$ cat src/rtl/lin_inv_monitor_if.sv
// Bundle between the linear-counter producer side and the invariant monitor.
// The master drives the producer strobe and register values; the slave reports the verdict.
interface lin_inv_monitor_if #(
   parameter int W  = 10,
   parameter int CW = 16
);
   logic          en;
   logic          step;
   logic [W-1:0]  x_in;
   logic [W-1:0]  y_in;
   logic          running;
   logic          failed;
   logic [2:0]    viol_code;
   logic [CW-1:0] fail_cycle;
   logic [CW-1:0] cyc_cnt;
   logic [CW-1:0] step_cnt;
   logic          y_wrap;

   modport master (
      output en, step, x_in, y_in,
      input  running, failed, viol_code, fail_cycle, cyc_cnt, step_cnt, y_wrap
   );

   modport slave (
      input  en, step, x_in, y_in,
      output running, failed, viol_code, fail_cycle, cyc_cnt, step_cnt, y_wrap
   );
endinterface

$ cat src/rtl/lin_inv_monitor.sv
// On-chip invariant monitor for the x+=DX / y+=DY linear counter: shadows the producer and
// latches the first divergence or forbidden-state visit. Optional macro INV_MON_RESYNC_EN.
module lin_inv_monitor #(
   parameter int W     = 10,
   parameter int X0    = 2,
   parameter int Y0    = 0,
   parameter int DX    = 2,
   parameter int DY    = 1,
   parameter int BAD_X = 4,
   parameter int BAD_Y = 0,
   parameter int CW    = 16
) (
   input logic               clk,
   input logic               rst,
   lin_inv_monitor_if.slave  mon
);
   localparam logic [W-1:0]  X0_W    = W'(X0);
   localparam logic [W-1:0]  Y0_W    = W'(Y0);
   localparam logic [W-1:0]  DX_W    = W'(DX);
   localparam logic [W-1:0]  DY_W    = W'(DY);
   localparam logic [W-1:0]  BAD_X_W = W'(BAD_X);
   localparam logic [W-1:0]  BAD_Y_W = W'(BAD_Y);
   localparam logic [CW-1:0] ONE_CW  = CW'(1);

   typedef enum logic [1:0] {
      IDLE = 2'd0,
      RUN  = 2'd1,
      FAIL = 2'd2
   } state_e;

   state_e        state_q, state_d;
   logic [W-1:0]  sx_q, sx_d;
   logic [W-1:0]  sy_q, sy_d;
   logic [CW-1:0] cyc_q, cyc_d;
   logic [CW-1:0] stepCnt_q, stepCnt_d;
   logic [CW-1:0] failCyc_q, failCyc_d;
   logic [2:0]    viol_q, viol_d;
   logic          yWrap_q, yWrap_d;
   logic          mx, my, bd;
   logic [W:0]    yNextWide;

   always_comb begin
      state_d   = state_q;
      cyc_d     = cyc_q;
      failCyc_d = failCyc_q;
      viol_d    = viol_q;
      stepCnt_d = mon.step ? stepCnt_q + ONE_CW : stepCnt_q;

      mx = (mon.x_in != sx_q);
      my = (mon.y_in != sy_q);
      bd = (mon.x_in == BAD_X_W) && (mon.y_in == BAD_Y_W);

      // The carry out of the y adder is the wrap indication for the shadow.
      yNextWide = {1'b0, sy_q} + {1'b0, DY_W};
      sx_d      = mon.step ? sx_q + DX_W : sx_q;
      sy_d      = mon.step ? yNextWide[W-1:0] : sy_q;
      yWrap_d   = mon.step & yNextWide[W];

      case (state_q)
         IDLE: begin
            if (mon.en) state_d = RUN;
         end
         RUN: begin
            if (cyc_q != '1) cyc_d = cyc_q + ONE_CW;
            if (mx || my || bd) begin
               state_d   = FAIL;
               viol_d    = {bd, my, mx};
               failCyc_d = cyc_q;
`ifdef INV_MON_RESYNC_EN
               // Re-align to what the producer will hold after this edge.
               yNextWide = {1'b0, mon.y_in} + (mon.step ? {1'b0, DY_W} : '0);
               sx_d      = mon.x_in + (mon.step ? DX_W : '0);
               sy_d      = yNextWide[W-1:0];
               yWrap_d   = mon.step & yNextWide[W];
`endif
            end else if (!mon.en) begin
               state_d = IDLE;
            end
         end
         FAIL: begin
            state_d = FAIL;
         end
         default: begin
            state_d = IDLE;
         end
      endcase
   end

   always_ff @(posedge clk) begin
      if (rst) begin
         state_q   <= IDLE;
         sx_q      <= X0_W;
         sy_q      <= Y0_W;
         cyc_q     <= '0;
         stepCnt_q <= '0;
         failCyc_q <= '0;
         viol_q    <= '0;
         yWrap_q   <= 1'b0;
      end else begin
         state_q   <= state_d;
         sx_q      <= sx_d;
         sy_q      <= sy_d;
         cyc_q     <= cyc_d;
         stepCnt_q <= stepCnt_d;
         failCyc_q <= failCyc_d;
         viol_q    <= viol_d;
         yWrap_q   <= yWrap_d;
      end
   end

   assign mon.running    = (state_q == RUN);
   assign mon.failed     = (state_q == FAIL);
   assign mon.viol_code  = viol_q;
   assign mon.fail_cycle = failCyc_q;
   assign mon.cyc_cnt    = cyc_q;
   assign mon.step_cnt   = stepCnt_q;
   assign mon.y_wrap     = yWrap_q;
endmodule

$ cat src/flat_wrapper.sv
// flat-port wrapper written by rule: the top's interface ports become plain ports
module lin_inv_monitor_flat 
#(
   parameter int W     = 10,
   parameter int X0    = 2,
   parameter int Y0    = 0,
   parameter int DX    = 2,
   parameter int DY    = 1,
   parameter int BAD_X = 4,
   parameter int BAD_Y = 0,
   parameter int CW    = 16
)
  (clk, rst, mon_en, mon_step, mon_x_in, mon_y_in, mon_running, mon_failed, mon_viol_code, mon_fail_cycle, mon_cyc_cnt, mon_step_cnt, mon_y_wrap);
  lin_inv_monitor_if #(.W(W), .CW(CW)) mon_i ();
  input logic clk;
  input logic rst;
  input wire logic [$bits(mon_i.en)-1:0] mon_en;
  input wire logic [$bits(mon_i.step)-1:0] mon_step;
  input wire logic [$bits(mon_i.x_in)-1:0] mon_x_in;
  input wire logic [$bits(mon_i.y_in)-1:0] mon_y_in;
  output wire logic [$bits(mon_i.running)-1:0] mon_running;
  output wire logic [$bits(mon_i.failed)-1:0] mon_failed;
  output wire logic [$bits(mon_i.viol_code)-1:0] mon_viol_code;
  output wire logic [$bits(mon_i.fail_cycle)-1:0] mon_fail_cycle;
  output wire logic [$bits(mon_i.cyc_cnt)-1:0] mon_cyc_cnt;
  output wire logic [$bits(mon_i.step_cnt)-1:0] mon_step_cnt;
  output wire logic [$bits(mon_i.y_wrap)-1:0] mon_y_wrap;
  assign mon_i.en = mon_en;
  assign mon_i.step = mon_step;
  assign mon_i.x_in = mon_x_in;
  assign mon_i.y_in = mon_y_in;
  assign mon_running = mon_i.running;
  assign mon_failed = mon_i.failed;
  assign mon_viol_code = mon_i.viol_code;
  assign mon_fail_cycle = mon_i.fail_cycle;
  assign mon_cyc_cnt = mon_i.cyc_cnt;
  assign mon_step_cnt = mon_i.step_cnt;
  assign mon_y_wrap = mon_i.y_wrap;
  lin_inv_monitor #(.W(W), .X0(X0), .Y0(Y0), .DX(DX), .DY(DY), .BAD_X(BAD_X), .BAD_Y(BAD_Y), .CW(CW)) u_core (.clk(clk), .rst(rst), .mon(mon_i));
endmodule
$ cat config.mk
export PLATFORM = sky130hd
export DESIGN_NAME = lin_inv_monitor_flat
export DESIGN_NICKNAME = d
export VERILOG_FILES = /design/src/rtl/lin_inv_monitor_if.sv /design/src/rtl/lin_inv_monitor.sv /design/src/flat_wrapper.sv
export SDC_FILE = /design/constraint.sdc
export NUM_CORES = 1
export LEC_CHECK = 0
export BUFFER_PORTS_ARGS = -buffer_cell sky130_fd_sc_hd__buf_2
export CAP_MARGIN = 15
export CORE_UTILIZATION = 58
export CTS_CLUSTER_SIZE = 30
export DETAILED_ROUTE_END_ITERATION = 6
export GPL_ROUTABILITY_DRIVEN = 1
export PLACE_DENSITY = 0.85
export SYNTH_ARGS = -nofsm -noshare
export SYNTH_HDL_FRONTEND = slang
export SYNTH_SLANG_ARGS = --single-unit
$ cat constraint.sdc
create_clock -name clk -period 3.55 [get_ports clk]
set_input_delay 0.355 -clock clk [delete_from_list [all_inputs] [get_ports clk]]
set_output_delay 0.355 -clock clk [all_outputs]
set_load 0.01 [all_outputs]
==> metrics.md <==
| Metric | Value |
|---|---|
| Depth of the worst register-to-register path | 6 |
| Antenna viol nets, final | 0 |
| Critical-path top delay cell | dfxtp_1 |
| CTS buffer count | 9 |
| Synth Area in Adders | 1.44% |
| Max-slew headroom | 30.3% |
| DRC viols | 0 |
| Synth area leader | dfxtp_1 |
| Part of the power in registers | 51.2% |
| Sequential fraction of the synthesis area | 42.0% |
| Max stage delay on crit path | 450 ps |
| Die width | 79.5 um |
| Synth Warn # | 0 |
| CP required | 3810 ps |
| Max clock buf depth | 2 |
| Remaining global-route overflow | 0 |
| CTS tree | done |
| Post-synthesis xor/xnor area fraction | 13.3% |
| Critical Path Sink Type | flip-flop |
| Root Driver | clkbuf_8 |
| CP bufs+invs | 1 |
| Synth Instances | 386 |
| Crit path DAT | 2180 ps |
| Delay-heaviest family, CP | simple AND/OR/NAND/NOR gates |
| Die Span Y | 79.5 um |
| Switching pwr | 0.377 mW |
| Port Buf Inserts | 77 |
| Max VDD drop | 0.277 mV |
| DRT iter0 DRCs | 123 |
| GP Congestion | 0.854 |
| P_leak | 1.74 nW |
| RSZ-0062 raised after global routing | false |
| Main area contributors after synthesis | dfxtp_1 42%, xnor2_1 7.0%, nand2b_1 6.7% |
| CTS Hold Buffers Added | 0 |
| # H-tree levels | 3 |
| Final Skew | 6.04 ps |
| Post-synth EDFFs | 0 |
| Finished Cell Area | 4080 sq um |
| Area growth, synth to finish | 17.3% |
| Die area | 6310 sq um |
| Vias in the first global route | 2535 |
| Worst setup path class | reg -> reg |
| # rows | 27 |
| Min-Delay Path Class | in -> reg |
| Detailed Routing Iterations Pass 1 | 5 |
| Tcrit/Tclk final | 54.1% |
| Worst setup path startpoint | u_core.sy_q[3]$_SDFFE_PP0P_ |
| Reg-to-Reg Start | u_core.sy_q[3]$_SDFFE_PP0P_ |
| Largest net degree at the start of global routing | 75 |
| Core Box Area | 5640 sq um |
| Simple-Gate Fraction of Synth Area | 27.3% |
| Routed len/inst | 13.0 um |
| Hold depth | 3 |
| Pwr/cell area | 406 nW/um^2 |
| Sw frac | 22.7% |
| Fmax | 521 MHz |
| WHS Endpoint | u_core.state_q[0]$_SDFFE_PP0P_ |
| Reg clk slew, reported paths | 80 ps |
| Layout cells sized above 1 | 21.9% |
| Async S/R FF share, synth | 0% |
| Sum of negative setup slack | 0 ps |
| Worst Hold Launch | mon_en |
| Cells after DPL | 517 |
| Count leader, synth | dfxtp_1 |
| Vias post-DR | 2886 |
| Syn_area_per_cell | 9.01 sq um |
| Finished Layout Cells | 533 |
| Hold Vio Cnt, Final | 0 |
| P_int | 1.28 mW |
| # resized after CTS | 0 |
| Nets | 484 |
| Worst Max-Slew Pin Slew | 1050 ps |
| Via-per-instance ratio | 5.41 |
| Predominant post-synthesis flop cell | dfxtp_1 |
| R2r setup slk | 1630 ps |
| Initial Util | 61.7% |
| Final min period | 1920 ps |
| Post-synth top cells | 73 x dfxtp_1, 40 x nor2_1, 37 x nand2b_1, 28 x xnor2_1 |
| FF+latch count, synth | 73 |
| Total GRT Usage | 23.3% |
| Largest family of logic cells by synthesized area | simple AND/OR/NAND/NOR gates |
| Worst Path Max Fanout | 17 |
| Pins Over Slew Limit | 0 |
| Max-cap violation count | 0 |
| Unique masters post-synth | 37 |
| N_diodes | 0 |
| IO Count | 78 |
| Syn_nets | 414 |
| Status | finished clean |
| CTS Sinks | 73 |
| Crit path launch type | flip-flop |
| Synth top area share | 42.0% |
| DP HPWL | 4990 um |
| Final WL | 6950 um |
| Placed inst area | 3870 sq um |
| Crit-path cells | xnor2_1 > nand4_1 > nor4_4 > a31o_1 > buf_4 > mux2i_1 |
| Compound-cell area share of the yosys netlist | 6.83% |
| Final Setup Violations | 0 |
| Worst r2r dst | u_core.mon.fail_cycle[4]$_SDFFE_PP0P_ |
| Worst skew pair latency | 340 ps |
| Clock share of power | 41.4% |
| Synthesized cell area | 3480 sq um |
| First-pass GRT wire length | 11400 um |
| Core Util, Final | 72.3% |
| Mux share of post-synthesis cell area | 5.75% |
| Post-CTS setup buffer count | 0 |
| Antenna violations before repair | 0 |
| Combinational share of power | 7.4% |
## sequential cells by signal, summed over array words and instances (netlist names)
signal / flops
u_core.sy_q: 10
u_core.sx_q: 9
u_core.mon.viol_code: 3
u_core.mon.y_wrap: 1
u_core.mon.fail_cycle: 16
u_core.mon.cyc_cnt: 16
u_core.mon.step_cnt: 16
u_core.state_q: 2
## power groups by stage
stage                     logic, mW  clock network (mW)  registers, mW
final                         0.122               0.687          0.849
after detailed placement      0.123                   0          0.867
after global routing          0.135               0.740          0.850
after global placement        0.119                   0          0.866
after CTS                     0.123               0.700          0.848
after floorplan              0.0846                   0          0.867
## stage by stage
step                      hold WS [ps]  worst slack [ps]  power (mW)
final                              234              1630        1.66
after global routing               254              1500        1.72
after CTS                          221              1640        1.67
after detailed placement           440              1560       0.990
after global placement             428              1650       0.985
after floorplan                    417              1860       0.951
## placed cells by master (no fill, tap or decap), types with 2 or more instances in the layout
master / n
dfxtp_1: 73
nor4_4: 2
nand4_1: 16
clkbuf_8: 9
nand3_1: 8
inv_1: 3
buf_4: 2
nor2_1: 40
o21ai_0: 12
buf_2: 77
nor4_1: 5
xnor2_1: 28
bufinv_16: 2
or3_1: 11
mux2i_1: 20
xor2_1: 25
ha_1: 4
nor3_1: 4
a311oi_1: 2
o211ai_1: 2
a21oi_1: 19
clkinv_2: 3
and2_1: 3
and4_1: 2
nand2_1: 25
nand2b_1: 37
nor4_2: 3
and3_1: 12
o32ai_1: 2
## metal layers
layer	vias up	track usage, %	part of all wire, %
met5	-	0	0
met4	0	8.55	1.3
met3	11	5.60	5.2
met2	85	38.8	49
met1	1333	28.9	45
li1	1457	-	-
## final cells by class
type                            count  area (sq um)
Fill cell                         458          1560
Inverter                            4          15.0
Tap cell                           72          90.1
Clock buffer                       10           128
Clock inverter                      6          82.6
Multi-Input combinational cell    289          1900
Sequential cell                    73          1460
Timing Repair Buffer               79           400
## worst min-delay path, stage by stage
cell	delay [ps]
buf_2	100
nand2_1	40
a21oi_1	30
## worst max-delay path by stage
stage,endpoint,slack (ps),depth (start not counted)
floorplan,u_core.mon.fail_cycle[10]$_SDFFE_PP0P_,1860,7
global placement,u_core.state_q[1]$_SDFFE_PP0P_,1650,7
detailed placement,u_core.mon.fail_cycle[4]$_SDFFE_PP0P_,1560,7
CTS,u_core.mon.fail_cycle[4]$_SDFFE_PP0P_,1640,6
global route,u_core.mon.fail_cycle[4]$_SDFFE_PP0P_,1500,6
finish,u_core.mon.fail_cycle[4]$_SDFFE_PP0P_,1630,6
## cell families (layout without fill, tap and decap cells)
logic type               Yosys count  count (layout)
adder cells (fa/ha/maj)            4               4
buffers and inverters             24              99
XOR/XNOR                          53              53
AND/OR/NAND/NOR                  171             171
multiplexers                      20              20
AO/OA/AOI/OAI                     41              41
flip-flops                        73              73
Note: power is estimated with default switching activity, not from simulation.
